## src/rtl/rgb_status_tx.sv

```systemverilog
// rgb_status_tx: reports the active-low RGB LED state to the host as a
// five-byte ASCII line ("RGB" letters or '-', then CR LF) over a
// valid/ready byte interface feeding the UART transmitter.
module rgb_status_tx #(
    parameter int QUERY_CHAR  = 63,
    parameter int AUTO_REPORT = 1
) (
    input  logic       Clock,
    input  logic       Reset,
    input  logic [7:0] Cmd,
    input  logic       CmdValid,
    input  logic [2:0] RGB,
    output logic [7:0] TxData,
    output logic       TxValid,
    input  logic       TxReady,
    output logic       Busy
);

    typedef enum logic [2:0] {
        IDLE,
        SEND_R,
        SEND_G,
        SEND_B,
        SEND_CR,
        SEND_LF
    } state_t;

    localparam logic [7:0] QUERY_BYTE = 8'(QUERY_CHAR);
    localparam logic [7:0] CHAR_R     = 8'd82;
    localparam logic [7:0] CHAR_G     = 8'd71;
    localparam logic [7:0] CHAR_B     = 8'd66;
    localparam logic [7:0] CHAR_DASH  = 8'd45;
    localparam logic [7:0] CHAR_CR    = 8'd13;
    localparam logic [7:0] CHAR_LF    = 8'd10;

    state_t     r_state;
    logic [2:0] r_snap;
    logic [2:0] r_last_rep;
    logic       r_pending;

    logic       w_query;
    logic       w_auto;
    logic       w_accept;
    logic       w_restart;
    state_t     w_next_state;
    logic [2:0] w_next_snap;

    // Byte presented in a given state; the LED bits are active-low.
    function automatic logic [7:0] line_byte(input state_t st, input logic [2:0] snap);
        case (st)
            SEND_R:  line_byte = snap[2] ? CHAR_DASH : CHAR_R;
            SEND_G:  line_byte = snap[1] ? CHAR_DASH : CHAR_G;
            SEND_B:  line_byte = snap[0] ? CHAR_DASH : CHAR_B;
            SEND_CR: line_byte = CHAR_CR;
            SEND_LF: line_byte = CHAR_LF;
            default: line_byte = 8'd0;
        endcase
    endfunction

    assign w_query  = CmdValid && (Cmd == QUERY_BYTE);
    assign w_auto   = (AUTO_REPORT != 0) && (RGB != r_last_rep);
    assign w_accept = TxValid && TxReady;

    // A new line starts from IDLE on a trigger, or chains straight on from
    // an accepted LF when a query is outstanding (held or arriving now) or
    // the LEDs moved since the last report.
    assign w_restart = ((r_state == IDLE) && (w_query || w_auto)) ||
                       ((r_state == SEND_LF) && w_accept && (r_pending || w_query || w_auto));

    assign w_next_snap = w_restart ? RGB : r_snap;

    // Next-state selection for the line sequencer.
    always_comb begin
        // NOTE: default assignment first so every path drives the signal and no latch is inferred.
        w_next_state = r_state;
        case (r_state)
            IDLE:    if (w_restart) w_next_state = SEND_R;
            SEND_R:  if (w_accept)  w_next_state = SEND_G;
            SEND_G:  if (w_accept)  w_next_state = SEND_B;
            SEND_B:  if (w_accept)  w_next_state = SEND_CR;
            SEND_CR: if (w_accept)  w_next_state = SEND_LF;
            SEND_LF: if (w_accept)  w_next_state = w_restart ? SEND_R : IDLE;
            default: w_next_state = IDLE;
        endcase
    end

    // State, snapshot, pending flag and registered outputs.
    always_ff @(posedge Clock) begin
        if (Reset) begin
            // NOTE: sequential state uses non-blocking assignments so every register samples pre-edge values.
            r_state    <= IDLE;
            r_snap     <= 3'b111;
            r_last_rep <= 3'b111;
            r_pending  <= 1'b0;
            TxData     <= 8'd0;
            TxValid    <= 1'b0;
            Busy       <= 1'b0;
        end else begin
            r_state <= w_next_state;
            r_snap  <= w_next_snap;
            if (w_restart) begin
                r_last_rep <= RGB;
            end
            // A restart services every outstanding query, including one
            // arriving in the LF-accept cycle itself.
            if (w_restart) begin
                r_pending <= 1'b0;
            end else if ((r_state != IDLE) && w_query) begin
                r_pending <= 1'b1;
            end
            // State and snapshot hold while stalled, so TxData holds too.
            TxData  <= line_byte(w_next_state, w_next_snap);
            TxValid <= (w_next_state != IDLE);
            Busy    <= (w_next_state != IDLE);
        end
    end

endmodule
```

## config.mk

```make
export PLATFORM = sky130hd
export DESIGN_NAME = rgb_status_tx
export DESIGN_NICKNAME = d
export VERILOG_FILES = /design/src/rtl/rgb_status_tx.sv
export SDC_FILE = /design/constraint.sdc
export NUM_CORES = 1
export LEC_CHECK = 0
export ABC_AREA = 1
export CORE_MARGIN = 2
export CORE_UTILIZATION = 40
export CTS_CLUSTER_DIAMETER = 50
export DETAILED_ROUTE_END_ITERATION = 12
export PLACE_DENSITY_LB_ADDON = 0.15
export SYNTH_ARGS = -nofsm -noshare
export SYNTH_HDL_FRONTEND = slang
export SYNTH_SLANG_ARGS = --single-unit
```

## constraint.sdc

```tcl
create_clock -name Clock -period 1.67 [get_ports Clock]
set_clock_uncertainty 0.05 [all_clocks]
set_input_delay 0.501 -clock Clock [delete_from_list [all_inputs] [get_ports Clock]]
set_output_delay 0.501 -clock Clock [all_outputs]
set_load 0.005 [all_outputs]
```

# ---- Word-level counts from Yosys, hierarchy flattened
# Index checks and enable logic that the tools add are counted.
dict set report classes {
  reduce_logical 14
  eq_ne 12
  muxes 13
}
# cell n
set ops {}
lappend ops {{$pmux W7 S5} 1}
lappend ops {{$mux W3} 7}
lappend ops {{$mux W7} 3}
lappend ops {{$pmux W3 S6} 1}
lappend ops {{$eq A3 B2 Y1 const B} 4}
lappend ops {{$eq A3 B3 Y1 const B} 4}
lappend ops {{$eq A8 B6 Y1 const B} 1}
lappend ops {{$eq A3 B1 Y1 const B} 2}
lappend ops {{$logic_and A1 B1 Y1} 6}
lappend ops {{$reduce_bool A3 Y1} 2}
lappend ops {{$logic_or A1 B1 Y1} 4}
lappend ops {{$logic_not A3 Y1} 1}
lappend ops {{$ne A3 B3 Y1} 1}
lappend ops {{$reduce_or A2 Y1} 1}
lappend ops {{$mux W1} 1}
dict set report totals {
  reg_bits 19
  inputBits 15
  out_inout_bits 10
  wordCells 45
}

# ---- Longest topological paths before layout
dict set report depth {
  depth_word 11
  mapped_depth 15
  depth_no_buf 15
}

# ---- Worst setup path after synthesis
# Ideal clock, no wire load.
dict set report synth_path {
  path_type {input to register}
  start {input RGB[1]}
  end {register TxData[1]}
  cell_stages 10
  path_slack_ns -0.057
  n_path_buf 0
  t_arrival_ns 1.563
  cell_sequence {xnor2_1 > nand3_1 > o21bai_4 > nand2_4 > o21ai_0 > inv_1 > nand2_1 > nand3_1 > nand2_1 > nand2_1}
}
dict set report synth_via {
  elab_chain_len 9
}
# element line
set synth_lines {}
lappend synth_lines {{start: declaration} 12} ;# input logic [2:0] RGB,
lappend synth_lines {{$ne A3 B3 Y1} 61} ;# assign w_auto = (AUTO_REPORT != 0) && (RGB != r_last_rep);
lappend synth_lines {{$logic_or A1 B1 Y1 (on tied branches)} {67, 68}}
lappend synth_lines {{$logic_and A1 B1 Y1 (on tied branches)} {67, 68}}
lappend synth_lines {{$logic_or A1 B1 Y1} 67} ;# assign w_restart = ((r_state == IDLE) && (w_query || w_auto)) ||
lappend synth_lines {{$mux W1} 82} ;# SEND_LF: if (w_accept) w_next_state = w_restart ? SEND_R : IDLE;
lappend synth_lines {{$mux W3} 82}
lappend synth_lines {{$pmux W3 S6} 76} ;# case (r_state)
lappend synth_lines {{$eq A3 B3 Y1 (tied with other cells)} 50} ;# case (st)
lappend synth_lines {{$pmux W7 S5 (*)} 50}
lappend synth_lines {{end signal: assignment} 112} ;# TxData <= line_byte(w_next_state, w_next_snap);
lappend synth_lines {{end: declaration} 13} ;# output logic [7:0] TxData,
# Every way passes the cells marked *; elsewhere a longest branch is shown, timed or not.
# A chain may end at the register's enable or synchronous reset.

# ---- Worst setup path in the final report
dict set report layout_path {
  start {input Cmd[5]}
  end {register TxData[2]}
}
dict set report layout_via {
  elab_chain_len 11
}
# element line
set layout_lines {}
lappend layout_lines {{start: declaration} 10} ;# input logic [7:0] Cmd,
lappend layout_lines {{$eq A8 B6 Y1 (*)} 60} ;# assign w_query = CmdValid && (Cmd == QUERY_BYTE);
lappend layout_lines {{$logic_and A1 B1 Y1 (*)} 60}
lappend layout_lines {{$logic_or A1 B1 Y1 (2 in a row)} 68} ;# ((r_state == SEND_LF) && w_accept && (r_pending || w_query || w_auto));
lappend layout_lines {{$logic_and A1 B1 Y1} 68}
lappend layout_lines {{$logic_or A1 B1 Y1 (*)} 67}
lappend layout_lines {{$mux W1} 82}
lappend layout_lines {{$mux W3} 82}
lappend layout_lines {{$pmux W3 S6} 76}
lappend layout_lines {{$eq A3 B3 Y1 (tied with other cells)} 50}
lappend layout_lines {{$pmux W7 S5 (*)} 50}
# Marks and branches as above.

==> results by group <==
Timing
  • Tmin final: 1.725 ns
  • Fmax: 579.6 MHz
  • Setup WS post-layout: -0.05544 ns
  • Final worst path period share: 1.033
  • Final Hold Viols: 0
  • Final setup vio count: 5
  • Max Slew Vio Count: 0
  • RSZ-0062 raised after global routing: true
  • Setup TNS: -0.2301 ns
  • Fin Hold WS: 0.4649 ns

Critical path
  • R2r endpoint: TxData[1]$_SDFF_PP0_
  • Slowest cell on crit path: o21bai_4
  • Register-to-register path setup slack: -0.05 ns
  • Critical Path RT: 1.82 ns
  • CP Class: in2reg
  • Most Frequent Cell on Critical Path: nand2_2
  • Delay of the slowest critical-path stage: 0.25 ns
  • Worst r2r path cells: 12
  • Crit path arrival time: 1.88 ns
  • Crit start category: input pin
  • RR Startpoint: Busy$_SDFF_PP0_
  • Critical Path End Type: flop
  • Crit-path cells: dlygate4sd2_1 > nand2_1 > nor2_2 > nand3_2 > nand2_2 > o21bai_4 > nand2_8 > nand2_2 > nand2_2 > nand3_1 > o211ai_1 > nand2_2 > inv_1
  • CP Max Fanout: 6

Die
  • Site row count: 17
  • IO Count: 25
  • Die height: 51.75 µm
  • Starting density of the core: 0.4163
  • Core region area: 2191 µm²
  • Die ar.: 2678 µm²
  • Die Wd: 51.75 µm

Drt
  • DR vias: 921
  • Drt drc: 0
  • Routed Wire Length: 2.182 mm
  • Wire per inst: 10.96 µm
  • Initial DRC count: 9
  • Via density: 4.628
  • Post-DRT Antenna Nets: 0
  • First-pass detailed-route iteration total: 4

Synth
  • Synth Instances: 127
  • Synth warn: 0
  • Synth Register Bits: 17
  • Synth top area share: 0.3731
  • Syn_nets: 143
  • Leading area contributor after synthesis: dfxtp_1
  • Synth cell types: 25
  • Top cells by area, synth: dfxtp_1, nand2_1, inv_1, nand3_1, nand2_4
  • Syn Std Cell Area: 912.1 µm²
  • Avg Cell Area, Syn: 7.182 µm²
  • Sequential-to-total area share from yosys stat: 0.3731

GRT
  • Vias in the first global route: 916
  • Initial antenna violation count: 0
  • Grt total ovfl: 0
  • First-pass GRT wire length: 3.650 mm
  • Largest net degree at the start of global routing: 11
  • Overall Global Routing Usage: 0.1810

Clock tree
  • Hold_buf cts: 0
  • Clock transition at the registers of the reported paths: 0.10 ns
  • CTS tree: done
  • Clock Tree Buf Depth: 2
  • CTS H-tree lvls: 1
  • Clock sink total: 17
  • Num CTS Buffers: 3
  • Clock Tree Root: clkbuf_4
  • Clk_lat worst skew: 0.29 ns

Finish
  • Register area: 345.3 µm²
  • Diode count: 0
  • Layout fillers: 195
  • Final core area utilization: 0.6648
  • Area of the multi-input gates: 611.8 µm²
  • Layout cell share with drive strength beyond 1: 0.4912
  • Final Non-Filler Cells: 199
  • Fin nets: 188
  • Finished layout cell area: 1456 µm²
  • Synth-to-Final Area Change: 59.67%

Power
  • Final total power: 2.054 mW
  • Pwr dens: 1410 nW/µm²
  • Leakage: 0.7666 nW
  • Net Sw Frac: 0.4153
  • Clock group share of total power: 0.111
  • Worst vdd ir: 1.069 mV
  • Logic pwr share: 0.593
  • Total internal power: 1.201 mW
  • P_sw: 852.9 µW
  • Share of power burned in registers: 0.296

Placement
  • Inst Count DP: 191
  • Area after DPL: 1294 µm²
  • Port bufs: 23
  • Setup WS pre-CTS: -0.6887 ns
  • Dpl hpwl: 1.558 mm
  • Gp weighted congestion: 0.7902

Worst hold path
  • Hold path cells: 2
  • Hold_sp: r_last_rep[0]$_SDFFE_PP1P_
  • Hold Crit Class: reg2reg
  • WHS Endpoint: r_last_rep[0]$_SDFFE_PP1P_

Flow run
  • # Max-Cap Violations: 0

Run status
  • Failing checks: negative setup slack
  • Status: finished with violations
power by group through the flow:
stage | logic [mW] | registers [mW] | clock network (mW)
after floorplan | 0.581 | 0.605 | 0
after global placement | 0.986 | 0.596 | 0
after detailed placement | 1.00 | 0.601 | 0
after CTS | 1.12 | 0.604 | 0.233
after global routing | 1.33 | 0.618 | 0.243
final | 1.22 | 0.607 | 0.228
sequential cells by signal (all words and copies together), names as in the netlist:
signal / cells
r_state: 3
TxData: 6
Busy: 1
r_last_rep: 3
r_pending: 1
r_snap: 3
cells in the final DEF, fill, tap and decap left out, types with 2 or more instances in the layout:
cell | Yosys | routed
a21oi_1 | 3 | 2
buf_2 | 0 | 3
buf_4 | 3 | 19
clkbuf_2 | 0 | 2
clkbuf_4 | 0 | 3
dfxtp_1 | 17 | 13
dfxtp_2 | 0 | 4
dlygate4sd2_1 | 0 | 12
dlymetal6s2s_1 | 0 | 3
inv_1 | 18 | 13
inv_2 | 3 | 7
nand2_1 | 35 | 18
nand2_2 | 2 | 17
nand2_4 | 4 | 5
nand3_1 | 10 | 5
nand3_2 | 2 | 7
nor2_1 | 11 | 8
nor2_2 | 1 | 3
nor2_4 | 1 | 2
nor3_1 | 2 | 2
o211ai_1 | 2 | 2
xnor2_2 | 0 | 2
routing by layer:
layer / global-route usage / vias up / share of wire
li1: - / 484 / -
met1: 0.2089 / 424 / 0.45
met2: 0.3291 / 11 / 0.52
met3: 0.03448 / 2 / 0.028
met4: 0.06579 / 0 / 0.0078
met5: 0 / - / 0
synth_stat cells (all sizes together):
library cell  number
nand2             41
inv               21
dfxtp             17
nor2              13
nand3             12
a21oi              4
buf                3
o21ai              3
nor3               2
o211ai             2
xnor2              2
a211oi             1
a31oi              1
conb               1
ha                 1
nand4              1
o21bai             1
o41ai              1
logic make-up after synthesis:
family                     synth area share
buffers and inverters                0.1111
xor gates and xnor gates            0.01921
AOI/OAI and AO/OA                    0.1125
DFF                                  0.3731
other                              0.004111
and+or+nand+nor                      0.3663
adders and majority gates           0.01372
cell type report:
cell class                 instances  share of cell area
clock buffer                       3             0.01546
clock inverter                     1            0.003436
inverter                          21             0.05756
multi-input combinational         86              0.4201
sequential                        17              0.2371
tap                               28             0.02405
timing repair buffer              43              0.2423
worst max-delay path by stage:
stage	cells past startpoint	start	endpoint	slack, ns
finish	13	Cmd[5]	TxData[2]$_SDFF_PP0_	-0.06
detailed placement	13	TxReady	TxData[1]$_SDFF_PP0_	-0.69
global route	13	Cmd[3]	TxData[2]$_SDFF_PP0_	-0.18
CTS	12	Busy$_SDFF_PP0_	TxData[1]$_SDFF_PP0_	-0.04
floorplan	13	Cmd[6]	TxData[3]$_SDFF_PP0_	0.01
global placement	13	RGB[0]	TxData[1]$_SDFF_PP0_	-0.61
repair_timing:
action	in CTS	in global routing
setup buffers	2	2
setup endpoints to repair	21	10
pin swaps	29	26
gates resized for setup	65	16
endpoints found under the hold margin	0	0
worst max-delay path: cells and delay by family:
kind / cells / cell delay (ns)
buffers and inverters: 2 / 0.27
AND/OR/NAND/NOR: 9 / 0.75
AO/OA/AOI/OAI: 2 / 0.35
Power figures use the tool's default switching activity.
